File: config.mk
export PLATFORM = sky130hd
export DESIGN_NAME = vram_scan_arbiter
export DESIGN_NICKNAME = d
export VERILOG_FILES = /design/src/rtl/vram_scan_arbiter_pkg.sv /design/src/rtl/vram_scan_arbiter_scan_addr.sv /design/src/rtl/vram_scan_arbiter.sv
export SDC_FILE = /design/constraint.sdc
export NUM_CORES = 1
export LEC_CHECK = 0
export CAP_MARGIN = 20
export CORE_MARGIN = 2
export CORE_UTILIZATION = 42
export CTS_CLUSTER_SIZE = 28
export DETAILED_ROUTE_END_ITERATION = 10
export PLACE_DENSITY = 0.77
export RECOVER_POWER = 50
export SLEW_MARGIN = 40
export SYNTH_ARGS = -nofsm -noshare
export SYNTH_HDL_FRONTEND = slang
export SYNTH_HIERARCHICAL = 1
export SYNTH_SLANG_ARGS = --single-unit
File: constraint.sdc
create_clock -name clk -period 3.56 [get_ports clk]
set_input_delay 0.89 -clock clk [delete_from_list [all_inputs] [get_ports clk]]
set_output_delay 0.89 -clock clk [all_outputs]
set_load 0.02 [all_outputs]
File: src/rtl/vram_scan_arbiter_pkg.sv
// Shared video timing constants and grant-state encoding for the framebuffer arbiter.
package vram_scan_arbiter_pkg;

  localparam int unsigned H_ACTIVE = 640;
  localparam int unsigned H_FRONT  = 16;
  localparam int unsigned H_SYNC   = 96;
  localparam int unsigned H_BACK   = 48;
  localparam int unsigned H_TOTAL  = H_ACTIVE + H_FRONT + H_SYNC + H_BACK;

  localparam int unsigned V_ACTIVE = 480;
  localparam int unsigned V_FRONT  = 10;
  localparam int unsigned V_SYNC   = 2;
  localparam int unsigned V_BACK   = 33;
  localparam int unsigned V_TOTAL  = V_ACTIVE + V_FRONT + V_SYNC + V_BACK;

  localparam int unsigned FRAME_PIXELS = H_ACTIVE * V_ACTIVE;

  typedef enum logic [1:0] {
    S_IDLE  = 2'd0,
    S_READ  = 2'd1,
    S_WRITE = 2'd2
  } grant_e;

endpackage

File: src/rtl/vram_scan_arbiter_scan_addr.sv
// Scan-out read address counter: increments per fetch, resyncs at frame origin, wraps at frame
// end, and pulses frame_done one cycle after the last visible pixel's read is issued.
module vram_scan_arbiter_scan_addr #(
  parameter int unsigned ADDR_W       = 19,
  parameter int unsigned FRAME_PIXELS = 307200
) (
  input  logic              clk,
  input  logic              rst,
  input  logic              en,
  input  logic              resync,
  output logic [ADDR_W-1:0] addr,
  output logic              frame_done
);

  localparam logic [ADDR_W-1:0] LAST = ADDR_W'(FRAME_PIXELS - 1);

  logic [ADDR_W-1:0] cnt_q;
  logic              last_q;

  // Address used by the current fetch; the frame origin always reads address 0.
  always_comb begin
    addr = resync ? '0 : cnt_q;
  end

  always_ff @(posedge clk) begin
    if (!rst) begin
      cnt_q      <= '0;
      last_q     <= 1'b0;
      frame_done <= 1'b0;
    end else begin
      last_q     <= en && (addr == LAST);
      frame_done <= last_q;
      if (en) begin
        cnt_q <= (addr == LAST) ? '0 : addr + 1'b1;
      end
    end
  end

endmodule

File: src/rtl/vram_scan_arbiter.sv
// Single-port VRAM arbiter: scan-out fetch has absolute priority, the req/ack pixel writer
// is served in free cycles. All outputs registered; pixel appears two cycles after its read.
module vram_scan_arbiter #(
  parameter int unsigned H_ACTIVE = vram_scan_arbiter_pkg::H_ACTIVE,
  parameter int unsigned V_ACTIVE = vram_scan_arbiter_pkg::V_ACTIVE,
  parameter int unsigned ADDR_W   = 19,
  parameter int unsigned DATA_W   = 8
) (
  input  logic              clk,
  input  logic              rst,
  input  logic [9:0]        x,
  input  logic [9:0]        y,
  input  logic              activeVideo,
  input  logic              wr_req,
  input  logic [ADDR_W-1:0] wr_addr,
  input  logic [DATA_W-1:0] wr_data,
  output logic              wr_ack,
  output logic              wr_err,
  output logic [ADDR_W-1:0] mem_addr,
  output logic [DATA_W-1:0] mem_wdata,
  output logic              mem_we,
  input  logic [DATA_W-1:0] mem_rdata,
  output logic [DATA_W-1:0] pix_data,
  output logic              pix_valid,
  output logic              frame_done
);

  import vram_scan_arbiter_pkg::*;

  localparam int unsigned     FRAME_PIXELS = H_ACTIVE * V_ACTIVE;
  localparam logic [9:0]      H_LIM        = 10'(H_ACTIVE);
  localparam logic [9:0]      V_LIM        = 10'(V_ACTIVE);
  localparam logic [ADDR_W:0] FRAME_LIM    = (ADDR_W + 1)'(FRAME_PIXELS);

  logic              slot;
  logic              resync;
  logic              wr_in_range;
  logic [ADDR_W-1:0] rd_addr;
  logic              rd_v1;
  grant_e            state_q;

  // activeVideo alone is not trusted to bound the visible window.
  assign slot        = activeVideo && (x < H_LIM) && (y < V_LIM);
  assign resync      = slot && (x == 10'd0) && (y == 10'd0);
  assign wr_in_range = {1'b0, wr_addr} < FRAME_LIM;

  vram_scan_arbiter_scan_addr #(
    .ADDR_W       (ADDR_W),
    .FRAME_PIXELS (FRAME_PIXELS)
  ) u_scan_addr (
    .clk        (clk),
    .rst        (rst),
    .en         (slot),
    .resync     (resync),
    .addr       (rd_addr),
    .frame_done (frame_done)
  );

  // The request is consumed at the edge that raises wr_ack; the writer must retire or
  // replace it before the following edge, which allows one write per free cycle.
  always_ff @(posedge clk) begin
    if (!rst) begin
      state_q   <= S_IDLE;
      mem_addr  <= '0;
      mem_wdata <= '0;
      mem_we    <= 1'b0;
      wr_ack    <= 1'b0;
      wr_err    <= 1'b0;
      rd_v1     <= 1'b0;
      pix_data  <= '0;
      pix_valid <= 1'b0;
    end else begin
      mem_we    <= 1'b0;
      wr_ack    <= 1'b0;
      wr_err    <= 1'b0;
      rd_v1     <= (state_q == S_READ);
      pix_valid <= rd_v1;
      pix_data  <= rd_v1 ? mem_rdata : '0;
      if (slot) begin
        state_q  <= S_READ;
        mem_addr <= rd_addr;
      end else if (wr_req) begin
        state_q <= S_WRITE;
        wr_ack  <= 1'b1;
        if (wr_in_range) begin
          mem_addr  <= wr_addr;
          mem_wdata <= wr_data;
          mem_we    <= 1'b1;
        end else begin
          wr_err <= 1'b1;
        end
      end else begin
        state_q <= S_IDLE;
      end
    end
  end

endmodule

Word-level counts from Yosys, hierarchy flattened
Index checks and enable logic that the tools add are counted.
Storage, ports and cells
  register bits after elaboration: 63
  logic and storage cells: 46
  output and inout bits: 40
  input port bits: 59
Cells by class
  bitwise logic cells: 3
  equality and inequality tests: 2
  order comparisons: 3
  muxes and demuxes: 10
  add/subtract/negate cells: 1
  reduce and logical (&&, ||, !) cells: 14
Operators by type and width (count)
  $mux 19: 5
  $logic_not 10->1: 2
  $add 19x1->19 const B: 1
  $eq 19x19->1 const B: 1
  $lt 19x19->1 const B: 1
  $lt 10x10->1 const B: 1
  $lt 10x9->1 const B: 1
  $logic_and 1x1->1: 5
  $mux 1: 4
  $reduce_and 2->1: 2
  $reduce_bool 2->1: 2
  $not 1->1: 3
  $reduce_and 3->1: 1
  $reduce_or 3->1: 1
  $eq 2x1->1 const B: 1
  $mux 2: 1
  $reduce_or 2->1: 1

Logic depth before layout (Yosys ltp)
  word-level depth: 8
  depth in mapped cells: 13
  mapped depth without buffers: 10

By module
Netlist, hierarchy kept.
Modules (own cells, without submodules)
  vram_scan_arbiter: cells an instance 190, area each 1679.1 µm², sequential area each 820.8 µm², times used 1
  vram_scan_arbiter_scan_addr: cells an instance 171, area each 1333.8 µm², sequential area each 420.4 µm², times used 1

Worst setup path before layout
Ideal clock, no wire load.
  path kind: input to register
  from: input port x[8]
  to: register u_scan_addr.cnt_q[0]
  path buffers: 3
  path slack: 119 ps
  library setup time: 71 ps
  arrival: 3370 ps
  stages on the path: 13
  required time: 3489 ps
  cells stage by stage: nor4_1 nand4_1 nor2_1 clkbuf_1 buf_2 clkbuf_1 nor2b_1 ha_1 nand3_1 or4_4 nor2_8 or3_1 a21oi_1
On the way
  cells in the longest elaborated chain, start to end: 8
  elaborated cells between the ends (all ways): 10
  those cells by class: add/sub (1); order compare (1); eq/ne (1); mux (2); reduce/logical (5)
Ends and longest elaborated chain
  start: declaration: RTL line vram_scan_arbiter.sv:11  | input logic [9:0] x,
  $lt 10x10->1: RTL line vram_scan_arbiter.sv:43  | assign slot = activeVideo && (x < H_LIM) && (y < V_LIM);
  $logic_and 1x1->1 (2 in series): RTL line vram_scan_arbiter.sv:43
  $logic_and 1x1->1 (*) (2 in series): RTL line vram_scan_arbiter.sv:44  | assign resync = slot && (x == 10'd0) && (y == 10'd0);
  net resync: RTL line vram_scan_arbiter.sv:36  | logic resync;
  $mux 19 (*): RTL line vram_scan_arbiter_scan_addr.sv:22  | addr = resync ? '0 : cnt_q;
  net rd_addr[1]: RTL line vram_scan_arbiter.sv:38  | logic [ADDR_W-1:0] rd_addr;
  $eq 19x19->1 (*): RTL line vram_scan_arbiter_scan_addr.sv:34  | cnt_q <= (addr == LAST) ? '0 : addr + 1'b1;
  $mux 19 (*): RTL line vram_scan_arbiter_scan_addr.sv:34
  end signal: assignment: RTL line vram_scan_arbiter_scan_addr.sv:34
  end: declaration: RTL line vram_scan_arbiter_scan_addr.sv:17  | logic [ADDR_W-1:0] cnt_q;
Mark *: on every way through the listed nets, which the timed path passes. The rest lies on a longest branch.
A chain may end at the register's enable or synchronous reset.

Final worst setup path
  from: input port y[7]
  to: register u_scan_addr.cnt_q[3]
On the way
  cells in the longest elaborated chain, start to end: 7
  elaborated cells between the ends (all ways): 9
  those cells by class: add/sub (1); order compare (1); eq/ne (1); mux (2); reduce/logical (4)
Ends and longest elaborated chain
  start: declaration: RTL line vram_scan_arbiter.sv:12  | input logic [9:0] y,
  $lt 10x9->1: RTL line vram_scan_arbiter.sv:43
  $logic_and 1x1->1: RTL line vram_scan_arbiter.sv:43
  $logic_and 1x1->1: RTL line vram_scan_arbiter.sv:44
  $logic_and 1x1->1 (*): RTL line vram_scan_arbiter.sv:44
  net resync: RTL line vram_scan_arbiter.sv:36
  $mux 19 (*): RTL line vram_scan_arbiter_scan_addr.sv:22
  net rd_addr[0]: RTL line vram_scan_arbiter.sv:38
  $add 19x1->19 / $eq 19x19->1 (equally long branches): RTL line vram_scan_arbiter_scan_addr.sv:34
  $mux 19 (*): RTL line vram_scan_arbiter_scan_addr.sv:34
Marks and branches as above.

==> flow_metrics.py <==
metrics = {
    "die": {
        "placementRows": 30,
        "pin_count": 99,
        "start_util_pct": 43.86,
        "fp.dieH_um": 88.70,
        "dieWidth_um": 88.70,
        "fp.dieArea_um2": 7867,
        "core_area_um2": 6869,
    },
    "final_layout": {
        "post-route-cell-area_um2": 4282,
        "num_antenna_cells": 0,
        "area_growth_pct": 42.11,
        "final_nets": 520,
        "final_layout_size_suffix_gt1_share_pct": 7.312,
    },
    "route": {
        "drt_wl_total_mm": 8.547,
        "remaining_drc_errors": 0,
        "viasPerCell": 5.330,
        "via_count": 2990,
        "antenna_violating_nets_post_route": 0,
        "drt_first_pass_iters": 4,
        "detail_route.wl_per_cell_um": 15.24,
        "drt_iter0_drc": 185,
    },
    "power": {
        "peakVddDrop_mv": 0.1760,
        "power.static_leakage_uw": 0.001781,
        "power-per-cell-area_nw_per_um2": 377.0,
    },
    "yosys": {
        "ys.flop_type": "dfxtp_1",
        "synthesized_cell_area_um2": 3013,
        "yosys.cell_types.count": 47,
        "yosys_warnings": 6,
        "synth-seq-area-share_pct": 41.20,
        "postSynthCellCount": 361,
        "register_bit_count_reported_by_yosys": 62,
        "synth_edf_count": 0,
        "post_synthesis_mean_instance_area_um2": 8.346,
        "synth_nets": 421,
        "synth_async_sr_flop_share_pct": 0,
    },
    "cts": {
        "ctsLongestPathBuffers": 2,
        "path_clk_slew_ns": 0.07,
        "cts_hold_repair_buffers": 0,
        "cts_inserted_buffers": 9,
        "post_cts_resize_count": 0,
        "numClockSinks": 62,
        "post-cts-setup-buffer-count": 0,
        "insertion_delay_ns": 0.34,
        "clock_tree_from_tritoncts": "done",
        "cts-htree-levels": 3,
        "clk_root_buffer_cell": "clkbuf_8",
    },
    "timing": {
        "worst-slew-pin-transition_ns": 1.897,
        "period_needed_ns": 3.146,
        "finClkSkew_ns": 0.005812,
        "hold_viol": 0,
        "drv_slew": 50,
        "grt_setup_unrepaired": "false",
        "layout_worst_path_cycle_share_pct": 88.37,
        "maxClockFrequency_mhz": 317.9,
        "slew-limit-headroom_pct": -26.44,
        "timing.setup.tns_ns": 0,
        "finalSetupViolations": 0,
    },
    "placement": {
        "routability_driven_placement_congestion_ratio": 0.9082,
        "place.detailed.hpwl_mm": 6.300,
        "place.port_buffers": 98,
        "post_detailed_placement_cell_area_um2": 4088,
    },
    "critical_path": {
        "worst_ep_arrival_time_ns": 3.37,
        "cp_max_fo": 8,
        "worst_setup_path_start_kind": "input pin",
        "regToRegSetupSlack_ns": 1.43,
        "timing.critical_path.required_ns": 3.78,
        "path_class": "input pin to flip-flop",
        "critPathCaptureType": "flip-flop",
    },
    "global_routing": {
        "grt_antenna_before_repair": 0,
        "maximum_number_of_pins_on_one_net_before_global_route_repair": 50,
        "grt_util_all_layers_pct": 22.77,
        "number_of_global_route_vias_before_repair": 2821,
        "grt_first_pass_wirelength_mm": 13.91,
        "grt.overflow.total": 0,
    },
    "run_status": {
        "failed_checks": "capacitance limit, slew limit",
        "run_status": "finished with violations",
    },
    "flow_run": {
        "drv.max_cap_violation_count": 1,
    },
    "hold_path": {
        "min_path_type": "flip-flop to flip-flop",
    },
}
[cell usage after synthesis (6+ instances only)]
master / n / area [um2]
a21oi_1: 7 / 35.03
a31oi_1: 21 / 131.4
and2_1: 8 / 50.05
and3_1: 13 / 81.33
clkbuf_1: 14 / 52.55
dfxtp_1: 62 / 1241
inv_1: 6 / 22.52
mux2i_1: 13 / 130.1
nand2_1: 65 / 244.0
nand3_1: 12 / 60.06
nand4_1: 7 / 43.79
nor2_1: 21 / 78.83
nor2b_1: 20 / 125.1
nor3_1: 6 / 30.03
nor4_1: 9 / 56.30
o21ai_0: 8 / 40.04
o31ai_1: 20 / 150.1
[cells in the final DEF (no fill, tap or decap), types with 2 or more instances in the layout]
| cell type | count |
|---|---|
| nand2_1 | 65 |
| dfxtp_1 | 62 |
| clkdlybuf4s50_1 | 60 |
| dlygate4sd3_1 | 37 |
| nor2_1 | 21 |
| a31oi_1 | 21 |
| nor2b_1 | 20 |
| o31ai_1 | 20 |
| mux2i_1 | 13 |
| and3_1 | 13 |
| buf_4 | 13 |
| nand3_1 | 12 |
| clkbuf_8 | 10 |
| nor4_1 | 9 |
| o21ai_0 | 8 |
| nand4_1 | 7 |
| a21oi_1 | 7 |
| inv_1 | 6 |
| nor3_1 | 6 |
| and2_1 | 6 |
| a211o_1 | 3 |
| nand2b_1 | 3 |
| or3_1 | 3 |
| clkinv_2 | 3 |
| nand4b_1 | 3 |
| or2_1 | 2 |
| and2_0 | 2 |
| clkbuf_1 | 2 |
| o31a_1 | 2 |
| o2bb2ai_1 | 2 |
| a2bb2oi_1 | 2 |
[metal layers]
metal  wire (um)  up-vias  part of all wire [%]  track usage, %
met4         126        0                   1.5           7.989
met5           0        -                     0               0
li1            -     1503                     -               -
met3         569       13                   6.7           4.664
met1        3818     1383                    45           29.98
met2        4033       91                    47           37.04
[critical path, cell delays in order]
cell	delay (ns)
clkdlybuf4s50_1	0.49
nand4_1	0.13
nand4_1	0.12
nor2_1	0.11
nor2b_1	0.18
ha_1	0.21
nand3_1	0.12
or4_4	0.57
nor2_8	0.20
nor3_1	0.07
o31a_1	0.29
[kinds of logic (layout without fill, tap and decap cells)]
family | after synthesis | count (layout) | synth area share (%)
DFF | 62 | 62 | 41.20
buffers and inverters | 30 | 134 | 4.941
AOI/OAI and AO/OA | 73 | 73 | 17.61
xor gates and xnor gates | 1 | 1 | 0.2908
and+or+nand+nor | 181 | 181 | 31.23
muxes | 13 | 13 | 4.319
adders and majority gates | 1 | 1 | 0.4152
[path summary, 6_finish.rpt]
path | startpoint | end | cells after the start
worst max-delay path | y[7] | u_scan_addr/cnt_q[3]$_SDFFE_PN0P_ | 11
worst min register to register | wr_ack$_SDFF_PP0_ | rd_v1$_SDFF_PN0_ | 1
worst min-delay path | wr_ack$_SDFF_PP0_ | rd_v1$_SDFF_PN0_ | 1
worst max register to register | u_scan_addr/cnt_q[0]$_SDFFE_PN0P_ | u_scan_addr/cnt_q[3]$_SDFFE_PN0P_ | 7
[per-stage QoR]
step           utilization, %  setup slack, ns  total power [uW]  hold WS (ns)  instances
2_1_floorplan               -           0.1191             879.1        0.4045        361
3_3_place_gp            59.51           0.1916              1019        0.4112        545
3_5_place_dp            59.51          0.08583              1025        0.4155        545
4_1_cts                 62.40           0.4257              1639        0.4250        561
5_1_grt                 62.33           0.2125              1682        0.4573        561
6_report                62.33           0.4141              1614        0.4180        561
[power by group]
group / leakage (uW) / internal (uW) / switching [uW] / total [uW]
Combinational: 0.00117 / 132 / 128 / 260
Clock: 0.000102 / 339 / 276 / 615
Sequential: 0.000506 / 724 / 15.4 / 739
[registers in the layout (all words and copies together) (netlist names)]
register / flops
wr_ack: 1
state_q: 1
mem_wdata: 8
pix_data: 8
mem_addr: 19
wr_err: 1
mem_we: 1
u_scan_addr/frame_done: 1
pix_valid: 1
u_scan_addr/cnt_q: 19
u_scan_addr/last_q: 1
rd_v1: 1
[final cells by class]
cell class	count	area, um2
fill	610	2587
multi-input combinational	269	1623
sequential	62	1241
timing repair buffer	112	1076
clock buffer	10	137.6
tap	96	120.1
clock inverter	6	61.31
inverter	6	22.52
(Power assumes the default switching activity.)
